--- config.mk ---
export PLATFORM = sky130hd
export DESIGN_NAME = conf_int_add_noff_arch_agnos
export DESIGN_NICKNAME = d
export VERILOG_FILES = /design/src/rtl/int_ops_pkg.sv /design/src/rtl/conf_int_add_noff_arch_agnos_operand_condition.sv /design/src/rtl/conf_int_add_noff_arch_agnos.sv
export SDC_FILE = /design/constraint.sdc
export NUM_CORES = 1
export LEC_CHECK = 0
export BUFFER_PORTS_ARGS = -buffer_cell sky130_fd_sc_hd__clkbuf_2
export CAP_MARGIN = 20
export CORE_ASPECT_RATIO = 1.75
export CORE_MARGIN = 8
export CORE_UTILIZATION = 35
export DETAILED_ROUTE_END_ITERATION = 12
export RECOVER_POWER = 25
export SLEW_MARGIN = 10
export SYNTH_ARGS = -nofsm -noshare
export SYNTH_HDL_FRONTEND = slang
export SYNTH_SLANG_ARGS = --single-unit
--- constraint.sdc ---
create_clock -name vclk -period 7.3
set_clock_uncertainty 0.15 [all_clocks]
set_input_delay 0.73 -clock vclk [all_inputs]
set_output_delay 0.73 -clock vclk [all_outputs]
set_load 0.01 [all_outputs]
--- src/rtl/int_ops_pkg.sv ---
// Shared types and helpers for the conf_int_* integer operator family.
// Widths here are the library defaults; the sign-extension helper is common.
package int_ops_pkg;

  localparam int OP_BITWIDTH_DEF        = 32;
  localparam int DATA_PATH_BITWIDTH_DEF = 32;

  // Widest data path any conf_int_* block may be built with.
  localparam int MAX_W = 64;
  localparam int IDX_W = $clog2(MAX_W);

  // Keep the low w bits of v and replicate bit w-1 above them.
  // w must lie in 1..MAX_W; callers enforce that at elaboration.
  function automatic logic [MAX_W-1:0] sext(
    input logic [MAX_W-1:0] v,
    input int               w
  );
    logic [MAX_W-1:0] r;
    logic             sb;
    sb = v[IDX_W'(w - 1)];
    r  = v;
    for (int i = 0; i < MAX_W; i++) begin
      if (i >= w) r[i] = sb;
    end
    return r;
  endfunction

endpackage

--- src/rtl/conf_int_add_noff_arch_agnos_operand_condition.sv ---
// Truncates each lane to OP_BITWIDTH bits and sign-extends it
// back to DATA_PATH_BITWIDTH. Purely combinational.
module operand_condition
  import int_ops_pkg::*;
#(
  parameter int OP_BITWIDTH        = OP_BITWIDTH_DEF,
  parameter int DATA_PATH_BITWIDTH = DATA_PATH_BITWIDTH_DEF,
  parameter int LANES              = 1
) (
  input  logic [LANES-1:0][DATA_PATH_BITWIDTH-1:0] d,
  output logic [LANES-1:0][DATA_PATH_BITWIDTH-1:0] q
);

  for (genvar i = 0; i < LANES; i++) begin : g_lane
    logic [MAX_W-1:0] ext;

    // Widen to the helper's width, truncate and sign-extend.
    always_comb begin
      ext = sext(MAX_W'(d[i]), OP_BITWIDTH);
    end

    assign q[i] = ext[DATA_PATH_BITWIDTH-1:0];

    // Bits above the data path are a by-product of the shared helper.
    if (DATA_PATH_BITWIDTH < MAX_W) begin : g_hi
      logic unused_hi;
      assign unused_hi = ^ext[MAX_W-1:DATA_PATH_BITWIDTH];
    end
  end

endmodule

--- src/rtl/conf_int_add_noff_arch_agnos.sv ---
// Exact signed adder, no flip-flops; adder architecture is left to
// synthesis via the native '+'. clk/rst exist only for pin compatibility.
module conf_int_add_noff_arch_agnos
  import int_ops_pkg::*;
#(
  parameter int OP_BITWIDTH        = OP_BITWIDTH_DEF,
  parameter int DATA_PATH_BITWIDTH = DATA_PATH_BITWIDTH_DEF
) (
  input  logic                          clk,
  input  logic                          rst,
  input  logic [DATA_PATH_BITWIDTH-1:0] a,
  input  logic [DATA_PATH_BITWIDTH-1:0] b,
  output logic [DATA_PATH_BITWIDTH-1:0] c
);

  localparam int DW = DATA_PATH_BITWIDTH;

  if (OP_BITWIDTH < 1 || OP_BITWIDTH > DATA_PATH_BITWIDTH) begin : g_bad_op
    $fatal(1, "OP_BITWIDTH must be in 1..DATA_PATH_BITWIDTH");
  end

  if (DATA_PATH_BITWIDTH > MAX_W) begin : g_bad_dp
    $fatal(1, "DATA_PATH_BITWIDTH exceeds the operator library limit");
  end

  logic [1:0][DW-1:0] ops_in;
  logic [1:0][DW-1:0] ops;
  logic [DW-1:0]      s;

  assign ops_in = {b, a};

  operand_condition #(
    .OP_BITWIDTH        (OP_BITWIDTH),
    .DATA_PATH_BITWIDTH (DW),
    .LANES              (2)
  ) u_cond_in (
    .d (ops_in),
    .q (ops)
  );

  // The single adder; bits above OP_BITWIDTH-1 are rebuilt below.
  always_comb begin
    s = ops[0] + ops[1];
  end

  operand_condition #(
    .OP_BITWIDTH        (OP_BITWIDTH),
    .DATA_PATH_BITWIDTH (DW),
    .LANES              (1)
  ) u_cond_out (
    .d (s),
    .q (c)
  );

  // Clock and reset deliberately have no path to the sum.
  logic unused_ctl;
  assign unused_ctl = clk ^ rst;

endmodule

# Yosys cells after proc, flatten, opt, wreduce, memory -nomap -nowiden
# Index checks and enable logic that the tools add are counted.
[classes]
add_sub_neg = 1
[op_table]
columns = ["operator", "n"]
rows = [
  ["32-bit adder", 1],
]
[totals]
wordCells = 1
inputBits = 66
ff_bits = 0

# Depth between registers and ports, before layout
# Gate-level depths: netlist of the first run.
[depth]
depth_word = 1
depth_mapped = 8
ltp_nobuf = 8

# By module
# From an unflattened synthesis of the first run, not the netlist that was laid out.
[hier_totals]
hier_cells = 337
hier_area_um2 = 2464.9
[by_module_without_submodules]
columns = ["mod", "cells_per_inst", "seq_area_each_um2", "n_inst", "area_per_inst_um2"]
rows = [
  ["conf_int_add_noff_arch_agnos", 241, 0.0, 1, 1744.2],
  ["operand_condition at u_cond_in", 64, 0.0, 1, 480.5],
  ["operand_condition at u_cond_out", 32, 0.0, 1, 240.2],
]

# Worst setup path before layout of the first run
# No wires, ideal clock.
[synth_timing]
path_kind = "input to output"
from = "in a[0]"
to = "out c[26]"
arrival_ns = 2.777
slack_ns = 3.643
path_buffers = 0
stages = 8
required_time_ns = 6.420
cell_sequence = "ha_1 -> fa_1 -> a21o_1 -> a311oi_1 -> or4_4 -> a2111oi_4 -> or4_1 -> nand3_1"
[synth_via]
elab_chain_len = 1
[synth_lines]
columns = ["item", "line", "source"]
rows = [
  ["from (decl)", "conf_int_add_noff_arch_agnos.sv:11", "input logic [DATA_PATH_BITWIDTH-1:0] a,"],
  ["32-bit adder", "conf_int_add_noff_arch_agnos.sv:43", "s = ops[0] + ops[1];"],
  ["to (decl)", "conf_int_add_noff_arch_agnos.sv:13", "output logic [DATA_PATH_BITWIDTH-1:0] c"],
]
# No other way between the ends.

# Worst setup path in the final report of the first run
[layout_timing]
from = "in a[0]"
to = "out c[30]"
# The elaborated chain is that of the path after synthesis.

==> results by group, run 1 <==
Status
  – Outcome: finished, final reports clean

Drt
  – WL per Instance: 14.8 um
  – Initial drt markers: 77
  – Antenna-violating nets left: 0
  – DRC: 0
  – Vias: 2386
  – Drt pass-1 iters: 6
  – Vias per std cell: 5.44
  – Total wire length: 6480 um

Synth
  – Post-synthesis xor/xnor area fraction: 0.0985
  – Yosys warnings: 0
  – Register area share after synthesis: 0
  – Mapped Avg Cell Area: 7.44 um2
  – Compound-Gate Fraction of Synth Area: 0.384
  – Post-Syn Area: 0.00205 mm2
  – Post-synth top area share: 0.190
  – Syn nets: 373
  – Post-Synth Simple-Gate Area: 0.231
  – Fraction of synthesized area in multiplexers: 0.0251
  – Leading area contributor after synthesis: ha_1
  – Gate Count Post-Synth: 275
  – Netlist cell types: 66
  – Largest family of logic cells by synthesized area: compound AO/OA/AOI/OAI gates
  – Adder-Cell Fraction of Synth Area: 0.199
  – Largest cells by area after synthesis: ha_1 (19%), a21oi_1 (6.9%), xnor2_1 (5.6%), a21o_1 (5.1%), xor2_1 (4.3%)

Finish
  – Layout area overhead: 23.6%
  – Fill count: 638
  – Layout clock buffers: 0
  – Finished Layout Cells: 439
  – FF/Latch Area: 0 um2
  – Most frequent cells in the layout: clkbuf_2 (89), ha_1 (31), a21oi_1 (28)
  – Ant diodes: 0
  – Fin nets: 461
  – Sequential cell count: 0
  – Most common cell after layout, fill and taps aside: clkbuf_2
  – Fraction of layout cells with a size suffix above 1: 0.283

Placement
  – PortBufs: 96
  – Placer Congestion: 0.832
  – HPWL after detailed placement: 5800 um
  – Placed cells: 439

GRT
  – Busiest layer in global routing: met2
  – M3 GR Usage: 0.0179
  – Global-route track usage on met1: 0.148
  – Total GRT Usage: 0.145
  – Global-route wire length before repair: 10400 um
  – GRT met2 Usage: 0.298
  – Vias in the first global route: 2396
  – Largest net degree at the start of global routing: 12
  – Initial antenna violation count: 0
  – Global route total overflow: 0

Timing
  – Final hold vios: 0
  – Setup TNS: 0 ns
  – Slew of the pin with the lowest slew margin: 0.478 ns
  – Max Slew Vio Count: 0
  – F_max: 246 MHz
  – Max-slew headroom: 0.679
  – Fin crit share: 0.557
  – Final setup vio count: 0
  – Unrepaired setup endpoints after global routing: false
  – Hold_ws: 1.64 ns
  – Fin crit period: 4.07 ns

Floorplanning
  – Cell Rows: 37
  – Die footprint: 0.00864 mm2
  – DIE WIDTH: 73.8 um
  – Num ports: 98
  – Initial Utilization: 0.354
  – Die boundary height: 117 um
  – Core Area: 0.00579 mm2

Critical path
  – CP Max Fanout: 4
  – Element type at the critical path start: input port
  – Worst setup EP type: output pin
  – Worst Path Required: 6.42 ns
  – Critical path type: in -> out
  – Worst endpoint data arrival time: 3.19 ns

Clocking
  – Postcts setup bufs: 0
  – CTS Hold Bufs: 0
  – Resized Gates After CTS: 0

Pwr
  – Power Density: 101 mW/mm2
  – Combinational power share: 1.000
  – Internal: 0.110 mW
  – Psw: 0.146 mW
  – Leakage: 1.25 nW
  – Clock Power Share: 0
  – Sw frac: 0.569
  – Share of power burned in registers: 0
  – Maximum VDD drop: 0.0370 mV

Hold path
  – Worst Hold Depth: 3
  – HP Class: in -> out

Flow run
  – Max-Cap Viols: 0
power by group through the flow:
stage | Combinational, mW | Clock [mW] | Sequential (mW)
after floorplan | 0.178 | 0 | 0
after global placement | 0.257 | 0 | 0
after detailed placement | 0.260 | 0 | 0
after CTS | 0.261 | 0 | 0
after global routing | 0.285 | 0 | 0
final | 0.256 | 0 | 0
cell families after synthesis:
group           Yosys count
mux                       5
fa+ha+maj                32
simple gates             87
buf+inv                  21
xor+xnor                 23
compound gates          107
area by class of cell:
| class | count | area [um2] | share of cell area |
|---|---|---|---|
| inverters | 11 | 41.3 | 0.0163 |
| multi-input cells | 254 | 1920 | 0.759 |
| well taps | 78 | 97.6 | 0.0386 |
| repair buffers | 96 | 472 | 0.187 |
cell usage after synthesis (4+ instances only):
cell type / instances
a21o_1: 14
o21a_1: 4
nor2_1: 20
mux2i_1: 4
a21oi_1: 28
a211oi_1: 6
nor3_1: 4
o211ai_1: 5
xnor2_1: 13
ha_1: 31
inv_1: 11
nand2_1: 20
o21ai_0: 11
nand3_1: 8
nand4_1: 5
nand2b_1: 4
clkbuf_1: 5
and4_1: 5
xor2_1: 10
per-layer routing:
metal  vias to the layer above  wire [um]
li1                       1239          -
met1                      1076       2370
met5                         -          0
met3                         4        450
met4                         0         79
met2                        67       3590
worst max-delay path, cell delays in order:
cell	delay [ns]
clkbuf_2	0.08
ha_1	0.23
fa_1	0.40
a21o_1	0.23
a311oi_1	0.44
or4_4	0.23
a2111oi_4	0.09
or4_1	0.52
nand4_1	0.09
clkbuf_2	0.14
stage by stage:
stage,utilization,worst slack [ns],cell area [um2],total power [mW]
after CTS,0.439,3.22,2540,0.261
after global placement,0.439,3.23,2540,0.257
after global routing,0.437,3.10,2530,0.285
after floorplan,-,3.64,2050,0.178
after detailed placement,0.439,3.23,2540,0.260
final,0.437,3.23,2530,0.256
worst paths after layout:
| check | from | endpoint | slack [ns] |
|---|---|---|---|
| max | a[0] | c[30] | 3.23 |
| min | b[0] | c[0] | 1.64 |
Power figures use the tool's default switching activity.
==> run 2: changes to the inputs <==
==> constraint.sdc (replaced) <==
create_clock -name vclk -period 3.8
set_clock_uncertainty 0.15 [all_clocks]
set_input_delay 0.38 -clock vclk [all_inputs]
set_output_delay 0.38 -clock vclk [all_outputs]
set_load 0.01 [all_outputs]
==> results by group, run 2 (same netlist as run 1, synthesis figures left out) <==
Status
  – Outcome: finished, final reports clean

Floorplanning
  – Die boundary height: 117 um (unchanged)
  – Initial Utilization: 0.354 (unchanged)
  – DIE WIDTH: 73.8 um (unchanged)
  – Core Area: 0.00579 mm2 (unchanged)
  – Die footprint: 0.00864 mm2 (unchanged)
  – Cell Rows: 37 (unchanged)
  – Num ports: 98 (unchanged)

Drt
  – Vias per std cell: 5.42 (-0.25%)
  – Antenna-violating nets left: 0 (unchanged)
  – Drt pass-1 iters: 4 (-2)
  – WL per Instance: 15.0 um (+1.3%)
  – DRC: 0 (unchanged)
  – Total wire length: 6570 um (+1.3%)
  – Vias: 2380 (-0.25%)
  – Initial drt markers: 69 (-10%)

GRT
  – Global-route track usage on met1: 0.140 (-0.00744)
  – Global-route wire length before repair: 10400 um (-0.34%)
  – Total GRT Usage: 0.144 (-0.000520)
  – Busiest layer in global routing: met2
  – Initial antenna violation count: 0 (unchanged)
  – M3 GR Usage: 0.0128 (-0.00512)
  – Largest net degree at the start of global routing: 12 (unchanged)
  – Global route total overflow: 0 (unchanged)
  – Vias in the first global route: 2440 (+1.8%)
  – GRT met2 Usage: 0.311 (+0.0131)

Timing
  – Unrepaired setup endpoints after global routing: false
  – F_max: 296 MHz
  – Fin crit share: 0.889
  – Final setup vio count: 0 (unchanged)
  – Max-slew headroom: 0.705 (+0.0251)
  – Slew of the pin with the lowest slew margin: 0.441 ns (-0.0374 ns)
  – Fin crit period: 3.38 ns
  – Setup TNS: 0 ns (unchanged)
  – Final hold vios: 0 (unchanged)
  – Max Slew Vio Count: 0 (unchanged)

Finish
  – FF/Latch Area: 0 um2 (unchanged)
  – Sequential cell count: 0 (unchanged)
  – Final Instance Area: 0.00253 mm2 (unchanged)
  – Most common cell after layout, fill and taps aside: clkbuf_2
  – Fill count: 655 (+2.7%)
  – Layout area overhead: 23.6% (unchanged)
  – Fin nets: 461 (unchanged)
  – Multi-input logic area: 0.00192 mm2 (unchanged)
  – Layout clock buffers: 0 (unchanged)
  – Fraction of layout cells with a size suffix above 1: 0.283 (unchanged)
  – Most frequent cells in the layout: clkbuf_2 (89), ha_1 (31), a21oi_1 (28)
  – Ant diodes: 0 (unchanged)

Clocking
  – Resized Gates After CTS: 0 (unchanged)
  – Postcts setup bufs: 0 (unchanged)
  – CTS Hold Bufs: 0 (unchanged)

Pwr
  – Share of power burned in registers: 0 (unchanged)
  – Combinational power share: 1.000 (about the same)
  – Clock Power Share: 0 (unchanged)
  – Psw: 0.281 mW (+93%)
  – Leakage: 1.25 nW (unchanged)
  – Sw frac: 0.569 (+0.000666)
  – Internal: 0.212 mW (+92%)
  – Maximum VDD drop: 0.0715 mV (+93%)
  – Power Density: 195 mW/mm2 (+93%)

Critical path
  – Worst setup EP type: output pin
  – CP Max Fanout: 4 (unchanged)
  – Worst Path Required: 3.27 ns (-3.15 ns)
  – End point of the critical path: c[30]
  – Crit path from: a[0]
  – Worst endpoint data arrival time: 2.85 ns (-0.34 ns)
  – Critical path type: in -> out
  – Element type at the critical path start: input port

Flow run
  – Max-Cap Viols: 0 (unchanged)

Placement
  – Placer Congestion: 0.832 (+0.11%)
  – HPWL after detailed placement: 5870 um (+1.3%)
  – PortBufs: 96 (unchanged)
  – Placed inst area: 0.00254 mm2 (unchanged)

Hold path
  – HP Class: in -> out
[run 2: cell counts in the layout (fill, tap and decap cells not counted)]
No cell type changed its count.
[run 2: how the worst min path moves through the flow]
stage / from / slack [ns] / cells after the start / endpoint
floorplan: b[0] / 0.75 / 1 / c[0]
global placement: b[0] / 0.92 / 3 / c[0]
detailed placement: b[0] / 0.92 / 3 / c[0]
CTS: b[0] / 0.93 / 3 / c[0]
global route: b[0] / 0.97 / 3 / c[0]
finish: b[0] / 0.95 / 3 / c[0]
[run 2: cell type report]
cell class,instances,share of cell area
Timing Repair Buffer,96,0.187
Tap cell,78,0.0386
Inverter,11,0.0163
Multi-Input combinational cell,254,0.759
[run 2: per-stage QoR]
step                power, mW   util  hold slack, ns  std cells  setup WS [ns]
floorplan               0.341      -           0.750        275          0.843
global placement        0.494  0.439           0.917        439          0.502
detailed placement      0.500  0.439           0.918        439          0.435
CTS                     0.502  0.439           0.926        439          0.436
global route            0.547  0.437           0.968        439          0.318
finish                  0.493  0.437           0.953        439          0.423
[run 2: power groups by stage]
stage / combinational, mW / sequential (mW) / clock (mW)
finish: 0.493 / 0 / 0
floorplan: 0.341 / 0 / 0
global route: 0.547 / 0 / 0
global placement: 0.494 / 0 / 0
detailed placement: 0.500 / 0 / 0
CTS: 0.502 / 0 / 0
[run 2: layer usage]
metal | routed length, um | share of wire | up-vias
li1 | - | - | 1244
met5 | 0 | 0 | -
met2 | 3690 | 0.56 | 67
met4 | 57 | 0.0087 | 0
met1 | 2430 | 0.37 | 1065
met3 | 390 | 0.059 | 4
[run 2: worst max-delay path: stages]
cell	delay (ns)
clkbuf_2	0.08
ha_1	0.23
fa_1	0.41
a21o_1	0.24
a311oi_1	0.44
or4_4	0.24
a2111oi_4	0.09
or4_1	0.52
nand4_1	0.09
clkbuf_2	0.14
==> run 3: changes to the inputs <==
--- a/config.mk
+++ b/config.mk
@@ -5,12 +5,14 @@
 export SDC_FILE = /design/constraint.sdc
 export NUM_CORES = 1
 export LEC_CHECK = 0
+export ABC_AREA = 1
 export BUFFER_PORTS_ARGS = -buffer_cell sky130_fd_sc_hd__clkbuf_2
 export CAP_MARGIN = 20
 export CORE_ASPECT_RATIO = 1.75
 export CORE_MARGIN = 8
 export CORE_UTILIZATION = 35
 export DETAILED_ROUTE_END_ITERATION = 12
+export GPL_ROUTABILITY_DRIVEN = 0
 export RECOVER_POWER = 25
 export SLEW_MARGIN = 10
 export SYNTH_ARGS = -nofsm -noshare
==> results by group, run 3 <==
Status
  – Outcome: finished, final reports clean

Floorplanning
  – Initial Utilization: 0.353 (-0.000551)
  – Core Area: 0.00676 mm2 (+17%)
  – Cell Rows: 40 (+8.1%)
  – Die footprint: 0.00982 mm2 (+14%)
  – Num ports: 98 (unchanged)
  – DIE WIDTH: 78.4 um (+6.2%)
  – Die boundary height: 125 um (+6.9%)

Timing
  – Final hold vios: 0 (unchanged)
  – Setup TNS: 0 ns (unchanged)
  – Unrepaired setup endpoints after global routing: false
  – Fin crit share: 0.684 (-0.204)
  – Fin crit period: 2.60 ns (-0.777 ns)
  – Max Slew Vio Count: 0 (unchanged)
  – Slew of the pin with the lowest slew margin: 0.277 ns (-0.163 ns)
  – Final setup vio count: 0 (unchanged)
  – Max-slew headroom: 0.814 (+0.110)
  – F_max: 385 MHz (+30%)

GRT
  – Vias in the first global route: 3117 (+28%)
  – Largest net degree at the start of global routing: 7 (-5)
  – Global route total overflow: 0 (unchanged)
  – Total GRT Usage: 0.160 (+0.0164)
  – Global-route wire length before repair: 13400 um (+29%)
  – Initial antenna violation count: 0 (unchanged)

Synth
  – Syn nets: 592 (+59%)
  – Post-Syn Area: 0.00238 mm2 (+17%)
  – Leading area contributor after synthesis: nand2_1
  – Top post-synthesis cells by count: nand2_1 (221), inv_1 (109), nor2_1 (38)
  – Register area share after synthesis: 0 (unchanged)
  – Post-synth top area share: 0.348 (+0.158)
  – Largest cells by area after synthesis: nand2_1 (35%), inv_1 (17%), ha_1 (16%), nor2_1 (6.0%), xor2_1 (5.1%)
  – Count leader, synth: nand2_1
  – Mapped Avg Cell Area: 4.83 um2 (-35%)
  – Gate Count Post-Synth: 494 (+80%)
  – Netlist cell types: 20 (-70%)
  – Yosys warnings: 0 (unchanged)

Critical path
  – Crit path from: a[0]
  – Element type at the critical path start: input port
  – Worst setup EP type: output pin
  – Critical path type: in -> out
  – CP Max Fanout: 4 (unchanged)
  – Worst Path Required: 3.27 ns (about the same)
  – Worst endpoint data arrival time: 2.07 ns (-0.78 ns)
  – End point of the critical path: c[28]

Drt
  – WL per Instance: 11.7 um (-22%)
  – Vias: 3052 (+28%)
  – Total wire length: 7880 um (+20%)
  – Drt pass-1 iters: 4 (unchanged)
  – DRC: 0 (unchanged)
  – Antenna-violating nets left: 0 (unchanged)
  – Initial drt markers: 72 (+4.3%)
  – Vias per std cell: 4.53 (-16%)

Flow run
  – Max-Cap Viols: 0 (unchanged)

Finish
  – Fraction of layout cells with a size suffix above 1: 0.195 (-0.0876)
  – Fin nets: 690 (+50%)
  – Layout clock buffers: 0 (unchanged)
  – FF/Latch Area: 0 um2 (unchanged)
  – Multi-input logic area: 0.00196 mm2 (+2.3%)
  – Most common cell after layout, fill and taps aside: nand2_1
  – Fill count: 831 (+27%)
  – Finished Layout Cells: 674 (+54%)
  – Layout area overhead: 24.1%
  – Sequential cell count: 0 (unchanged)
  – Ant diodes: 0 (unchanged)
  – Most frequent cells in the layout: nand2_1 (221), inv_1 (109), clkbuf_2 (89)

Clocking
  – Postcts setup bufs: 0 (unchanged)
  – CTS Hold Bufs: 0 (unchanged)
  – Resized Gates After CTS: 0 (unchanged)

Placement
  – Placed cells: 674 (+54%)
  – PortBufs: 96 (unchanged)
  – HPWL after detailed placement: 7430 um (+27%)

Hold path
  – HP Class: in -> out

Pwr
  – Leakage: 2.10 nW (+67%)
  – Power Density: 169 mW/mm2 (-13%)
  – Maximum VDD drop: 0.0609 mV (-15%)
[run 3: layout make-up]
class,instances,area share
inverter,112,0.142
multi-input combinational,382,0.663
tap,84,0.0355
timing repair buffer,96,0.159
[run 3: worst min-delay path by stage]
stage	from	to	slack, ns	cells past startpoint
final	b[0]	c[0]	0.94	3
after global routing	b[0]	c[0]	0.97	3
after CTS	b[0]	c[0]	0.92	3
after detailed placement	b[0]	c[0]	0.92	3
after global placement	b[0]	c[0]	0.91	3
after floorplan	b[0]	c[0]	0.75	1
[run 3: cell families after synthesis]
group,share of synthesized area
AND/OR/NAND/NOR,0.541
buffers and inverters,0.176
adder cells (fa/ha/maj),0.171
AO/OA/AOI/OAI,0.0530
XOR/XNOR,0.0588
[run 3: critical path, cell delays in order]
cell      delay [ns]
clkbuf_2        0.08
ha_1            0.23
fa_1            0.47
nand3_1         0.13
nand3_2         0.08
nand2_1         0.08
nand2_2         0.08
nand2_1         0.08
nand2_2         0.07
nand2_1         0.10
nand3_1         0.07
nand2_1         0.08
clkbuf_2        0.13
[run 3: power by group]
part	switching, mW	internal [mW]
Sequential	0	0
Clock	0	0
Combinational	0.310	0.190
[run 3: metrics by stage]
| step | util | setup WS [ns] | hold slack (ns) | power [mW] | instance area [um2] |
|---|---|---|---|---|---|
| after floorplan | - | 1.56 | 0.750 | 0.331 | 2380 |
| after global routing | 0.438 | 0.983 | 0.967 | 0.568 | 2960 |
| after detailed placement | 0.440 | 1.18 | 0.923 | 0.512 | 2970 |
| after CTS | 0.440 | 1.17 | 0.922 | 0.514 | 2970 |
| final | 0.438 | 1.20 | 0.944 | 0.500 | 2960 |
| after global placement | 0.440 | 1.19 | 0.914 | 0.507 | 2970 |
[run 3: per-layer routing]
layer | up-vias | routed length, um | track usage
li1 | 1664 | - | -
met1 | 1275 | 3040 | 0.155
met2 | 99 | 4070 | 0.322
met3 | 14 | 566 | 0.0316
met4 | 0 | 204 | 0.0417
met5 | - | 0 | 0
